--- src/rtl/product_inventory.sv ---
// Per-slot stock counter bank behind a valid/ready request port.
// Each request walks IDLE -> LOOKUP -> UPDATE -> RESP; only the addressed slot is written.
module product_inventory #(
  parameter int N_PROD   = 10,
  parameter int CNT_W    = 4,
  parameter int INIT_CNT = 0
) (
  input  logic              clk,
  input  logic              rst,
  input  logic              req_valid,
  output logic              req_ready,
  input  logic [3:0]        req_prod,
  input  logic [1:0]        req_op,
  input  logic [CNT_W-1:0]  req_qty,
  output logic              resp_valid,
  input  logic              resp_ready,
  output logic              resp_in_stock,
  output logic [CNT_W-1:0]  resp_count,
  output logic [1:0]        resp_err,
  output logic [N_PROD-1:0] empty_mask
);

  typedef enum logic [1:0] {IDLE, LOOKUP, UPDATE, RESP} state_e;

  localparam logic [1:0] OP_DISPENSE = 2'b01;
  localparam logic [1:0] OP_RESTOCK  = 2'b10;
  localparam logic [1:0] OP_RSVD     = 2'b11;

  localparam logic [1:0] ERR_OK    = 2'b00;
  localparam logic [1:0] ERR_BAD   = 2'b01;
  localparam logic [1:0] ERR_SHORT = 2'b10;
  localparam logic [1:0] ERR_SAT   = 2'b11;

  localparam logic [CNT_W-1:0] CNT_MAX  = '1;
  localparam logic [CNT_W-1:0] INIT_VAL = CNT_W'(INIT_CNT);

  state_e              state_q;
  logic [3:0]          prod_q;
  logic [1:0]          op_q;
  logic [CNT_W-1:0]    qty_q;
  logic [CNT_W-1:0]    hold_q;
  logic                bad_q;
  logic [CNT_W-1:0]    cnt_q [N_PROD];
  logic [N_PROD-1:0]   empty_q;
  logic                ready_q;
  logic                resp_valid_q;
  logic                resp_in_stock_q;
  logic [CNT_W-1:0]    resp_count_q;
  logic [1:0]          resp_err_q;

  logic [CNT_W-1:0]    rd_cnt_d;
  logic                bad_d;
  logic [CNT_W:0]      sum_d;
  logic [CNT_W-1:0]    new_cnt_d;
  logic [1:0]          new_err_d;

  // Read mux over the slots; an out-of-range product simply reads zero.
  always_comb begin
    rd_cnt_d = '0;
    for (int i = 0; i < N_PROD; i++) begin
      if (prod_q == 4'(i + 1)) rd_cnt_d = cnt_q[i];
    end
    bad_d = (prod_q == 4'd0) || (prod_q > 4'(N_PROD)) || (op_q == OP_RSVD);
  end

  // Result of the operation on the held count; the extra sum bit flags restock overflow.
  always_comb begin
    sum_d     = {1'b0, hold_q} + {1'b0, qty_q};
    new_cnt_d = hold_q;
    new_err_d = ERR_OK;
    if (bad_q) begin
      new_cnt_d = '0;
      new_err_d = ERR_BAD;
    end else begin
      case (op_q)
        OP_DISPENSE: begin
          if (qty_q > hold_q) new_err_d = ERR_SHORT;
          else                new_cnt_d = hold_q - qty_q;
        end
        OP_RESTOCK: begin
          if (sum_d[CNT_W]) begin
            new_cnt_d = CNT_MAX;
            new_err_d = ERR_SAT;
          end else begin
            new_cnt_d = sum_d[CNT_W-1:0];
          end
        end
        default: ;
      endcase
    end
  end

  // NOTE: all state below uses non-blocking assignments so every register samples pre-edge values.
  always_ff @(posedge clk) begin
    if (rst) begin
      state_q         <= IDLE;
      ready_q         <= 1'b1;
      prod_q          <= '0;
      op_q            <= '0;
      qty_q           <= '0;
      hold_q          <= '0;
      bad_q           <= 1'b0;
      resp_valid_q    <= 1'b0;
      resp_in_stock_q <= 1'b0;
      resp_count_q    <= '0;
      resp_err_q      <= ERR_OK;
      // NOTE: the slot array is small and must come up at INIT_CNT, so it is reset like any register.
      for (int i = 0; i < N_PROD; i++) cnt_q[i] <= INIT_VAL;
      empty_q         <= (INIT_VAL == '0) ? '1 : '0;
    end else begin
      case (state_q)
        IDLE: begin
          if (req_valid && ready_q) begin
            prod_q  <= req_prod;
            op_q    <= req_op;
            qty_q   <= req_qty;
            ready_q <= 1'b0;
            state_q <= LOOKUP;
          end
        end
        LOOKUP: begin
          hold_q  <= rd_cnt_d;
          bad_q   <= bad_d;
          state_q <= UPDATE;
        end
        UPDATE: begin
          if (!bad_q) begin
            for (int i = 0; i < N_PROD; i++) begin
              if (prod_q == 4'(i + 1)) begin
                cnt_q[i]   <= new_cnt_d;
                empty_q[i] <= (new_cnt_d == '0);
              end
            end
          end
          resp_count_q    <= new_cnt_d;
          resp_err_q      <= new_err_d;
          resp_in_stock_q <= (new_cnt_d != '0);
          resp_valid_q    <= 1'b1;
          state_q         <= RESP;
        end
        RESP: begin
          // Response registers are left untouched here, so they hold through back-pressure.
          if (resp_ready) begin
            resp_valid_q <= 1'b0;
            ready_q      <= 1'b1;
            state_q      <= IDLE;
          end
        end
        default: state_q <= IDLE;
      endcase
    end
  end

  assign req_ready     = ready_q;
  assign resp_valid    = resp_valid_q;
  assign resp_in_stock = resp_in_stock_q;
  assign resp_count    = resp_count_q;
  assign resp_err      = resp_err_q;
  assign empty_mask    = empty_q;

endmodule

--- config.mk ---
export PLATFORM = sky130hd
export DESIGN_NAME = product_inventory
export DESIGN_NICKNAME = d
export VERILOG_FILES = /design/src/rtl/product_inventory.sv
export SDC_FILE = /design/constraint.sdc
export NUM_CORES = 1
export LEC_CHECK = 0
export BUFFER_PORTS_ARGS = -buffer_cell sky130_fd_sc_hd__buf_2
export CORE_MARGIN = 10
export CORE_UTILIZATION = 54
export DETAILED_ROUTE_END_ITERATION = 7
export GPL_TIMING_DRIVEN = 0
export PLACE_DENSITY = 0.76
export SLEW_MARGIN = 40
export SYNTH_ARGS = -nofsm -noshare
export SYNTH_HDL_FRONTEND = slang
export SYNTH_SLANG_ARGS = --single-unit
--- constraint.sdc ---
create_clock -name clk -period 2.7 [get_ports clk]
set_clock_uncertainty 0.1 [all_clocks]
set_input_delay 0.135 -clock clk [delete_from_list [all_inputs] [get_ports clk]]
set_output_delay 0.135 -clock clk [all_outputs]
set_load 0.1 [all_outputs]
==> impl_metrics.csv, run 1 <==
group,metric,value,unit
run_status,status,"complete, but fails checks",
run_status,violations,"negative setup slack",
die,dieArea,10900,sq um
timing,maxSlewViolCount,0,
die,rows,30,
timing,hold_violations,0,
cells_and_area,syn_to_final_growth,23.8,%
die,core,6870,sq um
clock_tree,path_clk_slew,0.07,ns
timing,relSlewSlack,35.8,%
drt,viasPerCell,5.81,
logic_synthesis,synth_common_cells,"73 x nor2_1, 51 x nand2_1, 40 x edfxtp_1",
timing,rsz0062_at_grt,"yes",
placed_design,gp_congestion,0.937,
worst_setup_path,path_cells,"inv_1 -> ha_2 -> fa_2 -> nor2b_4 -> o21ai_4 -> a21o_1 -> a222oi_1 -> buf_4 -> buf_12 -> a31oi_4 -> buf_12 -> a31oi_2",
clock_tree,cts_buffers,9,
cells_and_area,layout-drive-gt1-share,21.4,%
grt,grt_max_degree,13,
drt,drt-initial-drc-count,259,
worst_setup_path,cpPeakStageDelay,0.40,ns
worst_setup_path,critPathCaptureType,"flip-flop",
logic_synthesis,synthTopCellsByArea,"edfxtp_1 31%, dfxtp_1 19%, nor2_1 7.1%",
die,io_pins,33,
logic_synthesis,ys.flop_type,"edfxtp_1",
power,p_leak,1.80,nW
die,dieWidth,105,microns
timing,worst_pin_slew,0.956,ns
grt,grt_pass1_wl,17200,microns
drt,drtAntennaViolNets,0,
clock_tree,clock_sinks,76,
worst_setup_path,regToRegStartpoint,"hold_q[0]$_SDFFE_PP0N_",
logic_synthesis,synth.most_common_cell,"nor2_1",
timing,fin_crit,2.75,ns
logic_synthesis,netlist.area_leader.share,31.1,%
cells_and_area,fin_nets,509,
drt,dr.pass1.iters,5,
clock_tree,htreeDepth,3,
worst_setup_path,rr_endpoint,"empty_mask[7]$_SDFFE_PP1P_",
logic_synthesis,synth-async-reset-ratio,0,%
logic_synthesis,synth.cell_area,3860,sq um
logic_synthesis,ys_ff_latch,76,
grt,track_usage,19.5,%
clock_tree,clockBufferDepth,2,
power,powerDensity,868,nW/um^2
drt,routedWlPerCell,19.0,microns
placed_design,portBuffers,32,
worst_setup_path,cpMostUsedCell,"buf_12",
timing,fin_hold_ws,0.0686,ns
power,irDropWorstVdd,0.000395,V
timing,setup-tns-final,-0.0829,ns
timing,finalWorstSetupSlack,-0.0488,ns
placed_design,dp_worst_setup_slack,-0.491,ns
clock_tree,clockRootBuffer,"clkbuf_8",
grt,grt_overflow,0,
placed_design,dpl_cell_area,4140,sq um
worst_hold_path,hp-start,"req_valid",
grt,grt_pass1_vias,3199,
logic_synthesis,ys_seq_area_share,49.8,%
logic_synthesis,yosysTopAreaCell,"edfxtp_1",
drt,vias,3360,
logic_synthesis,synthCells,412,
die,die_y,105,microns
logic_synthesis,synth-edff-count,40,
cells_and_area,final_area,4780,sq um
worst_setup_path,cpMaxStageDelayCell,"fa_2",
logic_synthesis,ys_warn_count,0,
worst_setup_path,critPathArrivalTime,2.92,ns
job,cap_viol_max_count,0,
logic_synthesis,synth.distinct_cells,54,
worst_setup_path,crit_end,"empty_mask[7]$_SDFFE_PP1P_",
worst_setup_path,r2r_setup_slack,-0.05,ns
drt,route.detailed.drc,0,
cells_and_area,insertedDiodeCount,0,
clock_tree,cts_tree,"yes",
worst_setup_path,startpoint_type,"flip-flop",
logic_synthesis,synth_fp_nets,444,
timing,min_period_over_period,102,%
die,start_util,56.2,%
timing,setup_violations,5,
placed_design,place_hpwl,7380,microns
timing,max_freq,364,MHz
power,p_total,4.15,mW
worst_setup_path,crit_path_start,"hold_q[0]$_SDFFE_PP0N_",
drt,wirelength,11000,microns
worst_setup_path,crit_required,2.87,ns
clock_tree,clk_latency,0.35,ns
grt,antenna_found_initial,0,
worst_setup_path,path_class,"flip-flop to flip-flop",
worst_setup_path,r2r_cells,12,
worst_setup_path,path_max_fanout,6,
worst_hold_path,hp-class,"primary input to flip-flop",
logic_synthesis,syn_avg_cell_area,9.37,sq um
==> metal layers <==
metal,routed length (microns),track usage [%]
met5,0,0
met4,259,5.86
met3,696,3.62
met2,5280,32.4
met1,4750,25.0
==> layout make-up <==
class,count,area [sq um]
repair buffers,54,385
inverters,20,75.1
flip-flops and latches,76,1930
clock buffers,11,141
multi-input cells,294,1960
fillers,550,2090
plain buffers,22,111
clock inverters,5,51.3
well taps,96,120
==> registers in the layout, indices dropped and copies added (netlist names), 2 cells and up <==
name and flops:
resp_err 2, qty_q 4, prod_q 4, resp_count 4, state_q 2, empty_mask 10
cnt_q 40, op_q 2, hold_q 4
==> placed cells by master, fill, tap and decap left out, types with 6 or more instances in the layout <==
cell,netlist,final
nor2_1,73,65
nand2_1,51,51
edfxtp_1,40,40
buf_2,2,33
dfxtp_1,36,32
a21oi_1,27,27
inv_1,20,18
clkbuf_1,16,14
ha_1,16,14
nor3_1,15,13
nand2b_1,11,11
a21o_1,11,11
dlygate4sd3_1,0,11
clkbuf_8,0,10
buf_4,0,8
nor2b_1,8,7
o21ai_0,7,6
==> per-stage QoR <==
stage | util, % | std cells
after detailed placement | 60.3 | 540
after global placement | 60.3 | 540
after global routing | 69.6 | 578
after CTS | 66.5 | 573
after floorplan | - | 412
final | 69.6 | 578
==> worst min-delay path by stage <==
stage / endpoint / slack [ns] / depth (start not counted)
3_3_place_gp: op_q[0]$_SDFFE_PP0P_ / 0.28 / 3
2_1_floorplan: qty_q[2]$_SDFFE_PP0P_ / 0.17 / 2
3_5_place_dp: qty_q[3]$_SDFFE_PP0P_ / 0.28 / 3
6_report: req_ready$_SDFFE_PP1P_ / 0.07 / 4
4_1_cts: req_ready$_SDFFE_PP1P_ / 0.06 / 4
5_1_grt: req_ready$_SDFFE_PP1P_ / 0.09 / 4
==> report_power, final <==
part | internal [mW] | switching (mW)
clock network | 0.447 | 0.420
registers | 1.34 | 0.108
logic | 0.633 | 1.21
total | 2.42 | 1.73
==> logic make-up (layout without fill, tap and decap cells) <==
logic type / Yosys count / in the layout / share of synthesized area [%]
DFF: 76 / 76 / 49.8
and+or+nand+nor: 172 / 172 / 19.4
xor gates and xnor gates: 2 / 2 / 0.454
AOI/OAI and AO/OA: 96 / 96 / 17.6
adders and majority gates: 18 / 18 / 6.23
buffers and inverters: 42 / 112 / 4.34
muxes: 6 / 6 / 2.20
==> worst max-delay path: cells and delay by family, from the launching register on <==
kind                     cells  cell delay [ns]
adder cells (fa/ha/maj)      2             0.58
AO/OA/AOI/OAI                5             0.89
flip-flops                   1             0.39
AND/OR/NAND/NOR              1             0.16
buffers and inverters        4             0.53
==> repair_timing <==
action,in CTS,in global routing
cloned,1,0
endpoints found under the setup margin,52,44
gates resized for setup,19,37
hold endpoints to repair,11,0
pin swaps,6,16
hold buffers,11,0
setup buffers,5,5
No activity file was read; power rests on OpenSTA's default activity.
==> inputs of run 2 (changes only) <==
--- a/config.mk
+++ b/config.mk
@@ -10,7 +10,7 @@
 export CORE_UTILIZATION = 54
 export DETAILED_ROUTE_END_ITERATION = 7
 export GPL_TIMING_DRIVEN = 0
-export PLACE_DENSITY = 0.76
+export PLACE_DENSITY = 0.79
 export SLEW_MARGIN = 40
 export SYNTH_ARGS = -nofsm -noshare
 export SYNTH_HDL_FRONTEND = slang
==> run 2 against run 1 <==
  * The flow now finishes without violations
  * Total power up 0.38%
  * Wire length shrank 1.9%
  * Largest power group unchanged
  * Clock power fell by 0.7%
  * Via count rose by 0.27%
  * Sequential power hardly changed
  * Combinational power hardly changed
  * Non-clock buffer count rose by 2
  * Worst setup slack gained 0.090 ns
  * Largest cell class is now registers
  * Die area did not move
  * Critical endpoint is now cnt_q[8][3]$_SDFFCE_PN0P_
  * Count of clock-buffer cells in the layout unchanged
==> impl_metrics.csv, run 2 (synthesis gave the netlist of run 1 again) <==
group,metric,value,unit
run_status,status,"complete, no violations",
worst_setup_path,critPathArrivalTime,2.67,ns
timing,setup_violations,0,
drt,wirelength,10800,microns
worst_setup_path,regToRegStartpoint,"hold_q[0]$_SDFFE_PP0N_",
clock_tree,clock_sinks,76,
worst_setup_path,crit_buf_inv,3,
die,core,6870,sq um
grt,grt_pass1_wl,16500,microns
drt,vias,3369,
drt,routedWlPerCell,18.6,microns
worst_setup_path,cpMaxStageDelayCell,"fa_2",
grt,grt_overflow,0,
worst_hold_path,hold_end,"req_ready$_SDFFE_PP1P_",
clock_tree,clockRootBuffer,"clkbuf_8",
clock_tree,path_clk_slew,0.08,ns
drt,drtAntennaViolNets,0,
cells_and_area,largest_reg_flops,40,
cells_and_area,final_cell_mix,"72 x nor2_1, 51 x nand2_1, 40 x edfxtp_1",
die,dieWidth,105,microns
placed_design,portBuffers,32,
drt,route.detailed.drc,0,
worst_setup_path,path_class,"flip-flop to flip-flop",
cells_and_area,syn_to_final_growth,23.0,%
worst_setup_path,cpMostUsedCell,"buf_4",
timing,setup-tns-final,0,ns
power,irDropWorstVdd,0.000560,V
worst_hold_path,hp-start,"req_valid",
worst_setup_path,crit_family,"compound AO/OA/AOI/OAI gates",
placed_design,place_hpwl,7270,microns
die,io_pins,33,
grt,grt_max_degree,13,
drt,drt-initial-drc-count,341,
timing,rsz0062_at_grt,"yes",
drt,dr.pass1.iters,5,
clock_tree,clockBufferDepth,2,
worst_setup_path,rr_endpoint,"cnt_q[8][3]$_SDFFCE_PN0P_",
cells_and_area,layout-drive-gt1-share,20.5,%
placed_design,gp_congestion,0.922,
clock_tree,cts_tree,"yes",
worst_setup_path,cpPeakStageDelay,0.39,ns
timing,hold_violations,0,
worst_setup_path,path_max_fanout,5,
grt,grt_pass1_vias,3219,
cells_and_area,insertedDiodeCount,0,
worst_setup_path,r2r_setup_slack,0.04,ns
timing,maxSlewViolCount,0,
timing,max_freq,376,MHz
die,start_util,56.2,%
cells_and_area,top_register,"cnt_q",
cells_and_area,final_util,69.1,%
power,powerDensity,878,nW/um^2
cells_and_area,fin_nets,511,
grt,track_usage,18.6,%
worst_setup_path,crit_required,2.71,ns
grt,antenna_found_initial,0,
timing,relSlewSlack,37.1,%
worst_hold_path,hp-class,"primary input to flip-flop",
clock_tree,htreeDepth,3,
clock_tree,clk_latency,0.36,ns
timing,fin_crit,2.66,ns
cells_and_area,final_common_cell,"nor2_1",
power,p_leak,1.79,nW
worst_hold_path,hold_depth,4,
die,dieArea,10900,sq um
die,rows,30,
die,die_y,105,microns
timing,min_period_over_period,98.5,%
timing,worst_pin_slew,0.936,ns
job,cap_viol_max_count,0,
worst_setup_path,critPathCaptureType,"flip-flop",
worst_setup_path,r2r_cells,11,
worst_setup_path,startpoint_type,"flip-flop",
worst_setup_path,path_cells,"inv_2 -> ha_4 -> fa_2 -> nor2b_4 -> o21ai_4 -> a21o_1 -> a222oi_1 -> buf_4 -> or2_4 -> buf_4 -> nor2_1",
clock_tree,cts_buffers,9,
drt,viasPerCell,5.81,
## run 2: how the worst max path moves through the flow
| stage | start | endpoint | cells past startpoint |
|---|---|---|---|
| final | hold_q[0]$_SDFFE_PP0N_ | cnt_q[8][3]$_SDFFCE_PN0P_ | 11 |
| after global routing | hold_q[0]$_SDFFE_PP0N_ | empty_mask[9]$_SDFFE_PP1P_ | 12 |
| after CTS | hold_q[0]$_SDFFE_PP0N_ | empty_mask[6]$_SDFFE_PP1P_ | 11 |
| after detailed placement | hold_q[0]$_SDFFE_PP0N_ | cnt_q[0][3]$_SDFFCE_PN0P_ | 10 |
| after global placement | hold_q[0]$_SDFFE_PP0N_ | cnt_q[3][3]$_SDFFCE_PN0P_ | 10 |
| after floorplan | hold_q[0]$_SDFFE_PP0N_ | cnt_q[0][3]$_SDFFCE_PN0P_ | 10 |
## run 2: power breakdown
part	switching, mW	internal [mW]
registers	0.114	1.34
logic	1.19	0.662
clock network	0.414	0.446
## run 2: worst min-delay path: stages
cell and delay [ns]:
buf_2 0.12, nand2_1 0.06, a21oi_1 0.06, o21bai_1 0.11
## run 2: per-layer routing
layer | routed length (microns) | track usage [%] | part of all wire [%]
met4 | 231 | 6.96 | 2.1
met2 | 5230 | 30.0 | 48
met1 | 4510 | 23.3 | 42
met3 | 807 | 4.85 | 7.5
met5 | 0 | 0 | 0
## run 2: metrics by stage
stage / setup WS (ns) / hold WS (ns) / instance area [sq um] / std cells / power (mW)
2_1_floorplan: 0.00258 / 0.171 / 3860 / 412 / 2.52
3_3_place_gp: -0.384 / 0.275 / 4140 / 540 / 2.88
3_5_place_dp: -0.400 / 0.284 / 4150 / 540 / 2.91
4_1_cts: -0.00109 / 0.0389 / 4530 / 569 / 3.83
5_1_grt: -0.0364 / 0.0515 / 4740 / 580 / 4.35
6_report: 0.0408 / 0.0518 / 4740 / 580 / 4.17
## run 2: cell type report
| cell class | instances | area [sq um] |
|---|---|---|
| buffer | 21 | 97.6 |
| inverter | 20 | 75.1 |
| fill | 527 | 2120 |
| multi-input combinational | 294 | 1930 |
| clock buffer | 11 | 141 |
| sequential | 76 | 1930 |
| timing repair buffer | 57 | 400 |
| clock inverter | 5 | 51.3 |
| tap | 96 | 120 |
## run 2: what timing repair did
action,4_1_cts,5_1_grt
hold endpoints to repair,11,0
resized for setup,14,27
endpoints found under the setup margin,52,34
cloned,1,1
setup buffers,2,10
hold buffers,11,0
pin swaps,8,13
==> inputs of run 3 (changes only) <==
--- a/config.mk
+++ b/config.mk
@@ -7,10 +7,10 @@
 export LEC_CHECK = 0
 export BUFFER_PORTS_ARGS = -buffer_cell sky130_fd_sc_hd__buf_2
 export CORE_MARGIN = 10
-export CORE_UTILIZATION = 54
+export CORE_UTILIZATION = 59
 export DETAILED_ROUTE_END_ITERATION = 7
 export GPL_TIMING_DRIVEN = 0
-export PLACE_DENSITY = 0.79
+export PLACE_DENSITY = 0.82
 export SLEW_MARGIN = 40
 export SYNTH_ARGS = -nofsm -noshare
 export SYNTH_HDL_FRONTEND = slang
==> constraint.sdc (replaced) <==
create_clock -name clk -period 2.6 [get_ports clk]
set_clock_uncertainty 0.1 [all_clocks]
set_input_delay 0.13 -clock clk [delete_from_list [all_inputs] [get_ports clk]]
set_output_delay 0.13 -clock clk [all_outputs]
set_load 0.1 [all_outputs]
==> run 3 against run 2 <==
  * The run now ends with negative hold slack, negative setup slack left
  * Non-clock buffer count up 7
  * Sequential share of layout area decreased by 1.1 points
  * Die area is 6.9% lower
  * Count of clock-buffer cells in the layout did not move
  * Critical path type unchanged
  * Critical endpoint is now empty_mask[9]$_SDFFE_PP1P_
==> impl_metrics.csv, run 3 (synthesis gave the netlist of run 1 again) <==
group,metric,value,unit
clock_tree,cts_buffers,9,
power,powerDensity,933,nW/um^2
placed_design,place_hpwl,7160,microns
worst_hold_path,hp-start,"resp_ready",
worst_setup_path,crit_family,"compound AO/OA/AOI/OAI gates",
drt,routedWlPerCell,19.4,microns
drt,drtAntennaViolNets,0,
timing,rsz0062_at_grt,"yes",
die,dieArea,10200,sq um
grt,track_usage,21.7,%
timing,maxSlewViolCount,0,
power,irDropWorstVdd,0.000678,V
grt,grt_pass1_wl,17400,microns
drt,dr.pass1.iters,6,
cells_and_area,layout-drive-gt1-share,23.6,%
worst_setup_path,crit_required,2.71,ns
timing,fin_crit,2.66,ns
grt,gr-usage-met2,34.7,%
worst_setup_path,path_cells,"inv_2 -> ha_2 -> fa_2 -> nor2b_4 -> o31a_1 -> a31o_1 -> a222oi_1 -> buf_4 -> buf_12 -> a31oi_4 -> buf_12 -> a31oi_4",
drt,route.detailed.drc,0,
run_status,violations,"negative hold slack, negative setup slack",
drt,wirelength,11000,microns
timing,fin_hold_ws,-0.00443,ns
worst_hold_path,hold_end,"req_ready$_SDFFE_PP1P_",
worst_setup_path,cpMaxStageDelayCell,"fa_2",
power,p_seq_share,33.0,%
grt,grt-busiest-layer,"met2",
power,p_total,4.56,mW
timing,max_freq,376,MHz
worst_setup_path,path_class,"flip-flop to flip-flop",
worst_setup_path,rr_endpoint,"empty_mask[9]$_SDFFE_PP1P_",
cells_and_area,final_cells,568,
placed_design,portBuffers,32,
grt,grt_max_degree,14,
die,core,6350,sq um
grt,antenna_found_initial,0,
timing,setup_violations,19,
clock_tree,clockRootBuffer,"clkbuf_8",
cells_and_area,final_common_cell,"nor2_1",
placed_design,dp.cells,521,
die,die_y,101,microns
power,p_leak,1.87,nW
die,rows,29,
grt,use_met3,5.97,%
grt,grt_overflow,0,
worst_setup_path,regToRegStartpoint,"hold_q[0]$_SDFFE_PP0N_",
placed_design,dp_worst_setup_slack,-0.363,ns
die,dieWidth,101,microns
worst_setup_path,cpPeakStageDelay,0.42,ns
timing,hold_violations,1,
power,p_comb_share,45.1,%
clock_tree,clk_latency,0.36,ns
cells_and_area,insertedDiodeCount,0,
worst_setup_path,crit_buf_inv,4,
cells_and_area,top_register,"cnt_q",
power,p_sw_share,40.5,%
power,p_switching,1.85,mW
drt,viasPerCell,6.18,
worst_setup_path,critPathCaptureType,"flip-flop",
power,p_clk_share,21.9,%
timing,finalWorstSetupSlack,-0.0624,ns
clock_tree,htreeDepth,3,
timing,worst_pin_slew,0.831,ns
timing,relSlewSlack,44.2,%
grt,grt_pass1_vias,3443,
worst_setup_path,critPathArrivalTime,2.77,ns
worst_setup_path,r2r_setup_slack,-0.06,ns
job,cap_viol_max_count,0,
drt,drt-initial-drc-count,397,
worst_setup_path,path_max_fanout,8,
worst_hold_path,hold_depth,3,
cells_and_area,syn_to_final_growth,26.7,%
clock_tree,cts_tree,"yes",
cells_and_area,final_cell_mix,"72 x nor2_1, 51 x nand2_1, 40 x edfxtp_1",
worst_setup_path,r2r_cells,12,
power,internal-power,2.72,mW
die,io_pins,33,
drt,vias,3509,
clock_tree,clock_sinks,76,
run_status,status,"complete, but fails checks",
die,start_util,60.8,%
timing,min_period_over_period,102,%
clock_tree,clockBufferDepth,2,
worst_setup_path,crit_path_start,"hold_q[0]$_SDFFE_PP0N_",
clock_tree,path_clk_slew,0.08,ns
placed_design,gp_congestion,0.961,
worst_hold_path,hp-class,"primary input to flip-flop",
cells_and_area,largest_reg_flops,40,
cells_and_area,fin_nets,518,
grt,gr-usage-met1,26.6,%
worst_setup_path,startpoint_type,"flip-flop",
## run 3: routing by layer
| metal | vias up | wire length (microns) | part of all wire, % |
|---|---|---|---|
| met2 | 203 | 5270 | 48 |
| met1 | 1657 | 4430 | 40 |
| met3 | 37 | 1030 | 9.4 |
| li1 | 1612 | - | - |
| met4 | 0 | 308 | 2.8 |
| met5 | - | 0 | 0 |
## run 3: how the worst max path moves through the flow
stage,end,slack [ns],cells past startpoint
final,empty_mask[9]$_SDFFE_PP1P_,-0.06,12
after detailed placement,empty_mask[6]$_SDFFE_PP1P_,-0.36,9
after global placement,empty_mask[6]$_SDFFE_PP1P_,-0.31,9
after CTS,empty_mask[6]$_SDFFE_PP1P_,-0.01,12
after floorplan,cnt_q[0][3]$_SDFFCE_PN0P_,0.02,10
after global routing,empty_mask[9]$_SDFFE_PP1P_,-0.15,11
## run 3: layout make-up
cell class	count	area, sq um
clock inverter	5	76.3
clock buffer	11	141
buffer	21	106
timing repair buffer	64	470
tap	77	96.3
multi-input combinational	294	1990
sequential	76	1940
fill	401	1460
inverter	20	75.1
## run 3: per-stage QoR
step | setup TNS (ns) | utilization (%) | hold slack, ns | instance area (sq um)
floorplan | 0 | - | 0.166 | 3870
global placement | -9.86 | 64.9 | 0.269 | 4120
detailed placement | -11.40 | 65.0 | 0.279 | 4130
CTS | -0.00981 | 74.3 | 0.00295 | 4720
global route | -2.45 | 77.0 | 0.0178 | 4890
finish | -0.769 | 77.0 | -0.00443 | 4890
## run 3: worst reg2reg max path, cell delays in order (launching register included)
cell	delay [ns]
dfxtp_4	0.39
inv_2	0.04
ha_2	0.17
fa_2	0.42
nor2b_4	0.14
o31a_1	0.24
a31o_1	0.19
a222oi_1	0.09
buf_4	0.18
buf_12	0.12
a31oi_4	0.17
buf_12	0.17
a31oi_4	0.10
## run 3: power by group through the flow
stage | Sequential, mW | Combinational [mW] | Clock (mW)
after global placement | 1.50 | 1.48 | 0
after detailed placement | 1.51 | 1.52 | 0
after CTS | 1.50 | 1.87 | 0.983
after floorplan | 1.67 | 0.961 | 0
after global routing | 1.52 | 2.21 | 1.04
final | 1.51 | 2.06 | 0.997
## run 3: what timing repair did
action                                 CTS  global route
setup endpoints to repair               52            50
buffers inserted                        17             4
gates cloned                             1             0
hold buffers                            10             0
pin swaps                               15            19
resized for setup                       26            28
endpoints found under the hold margin   10             0
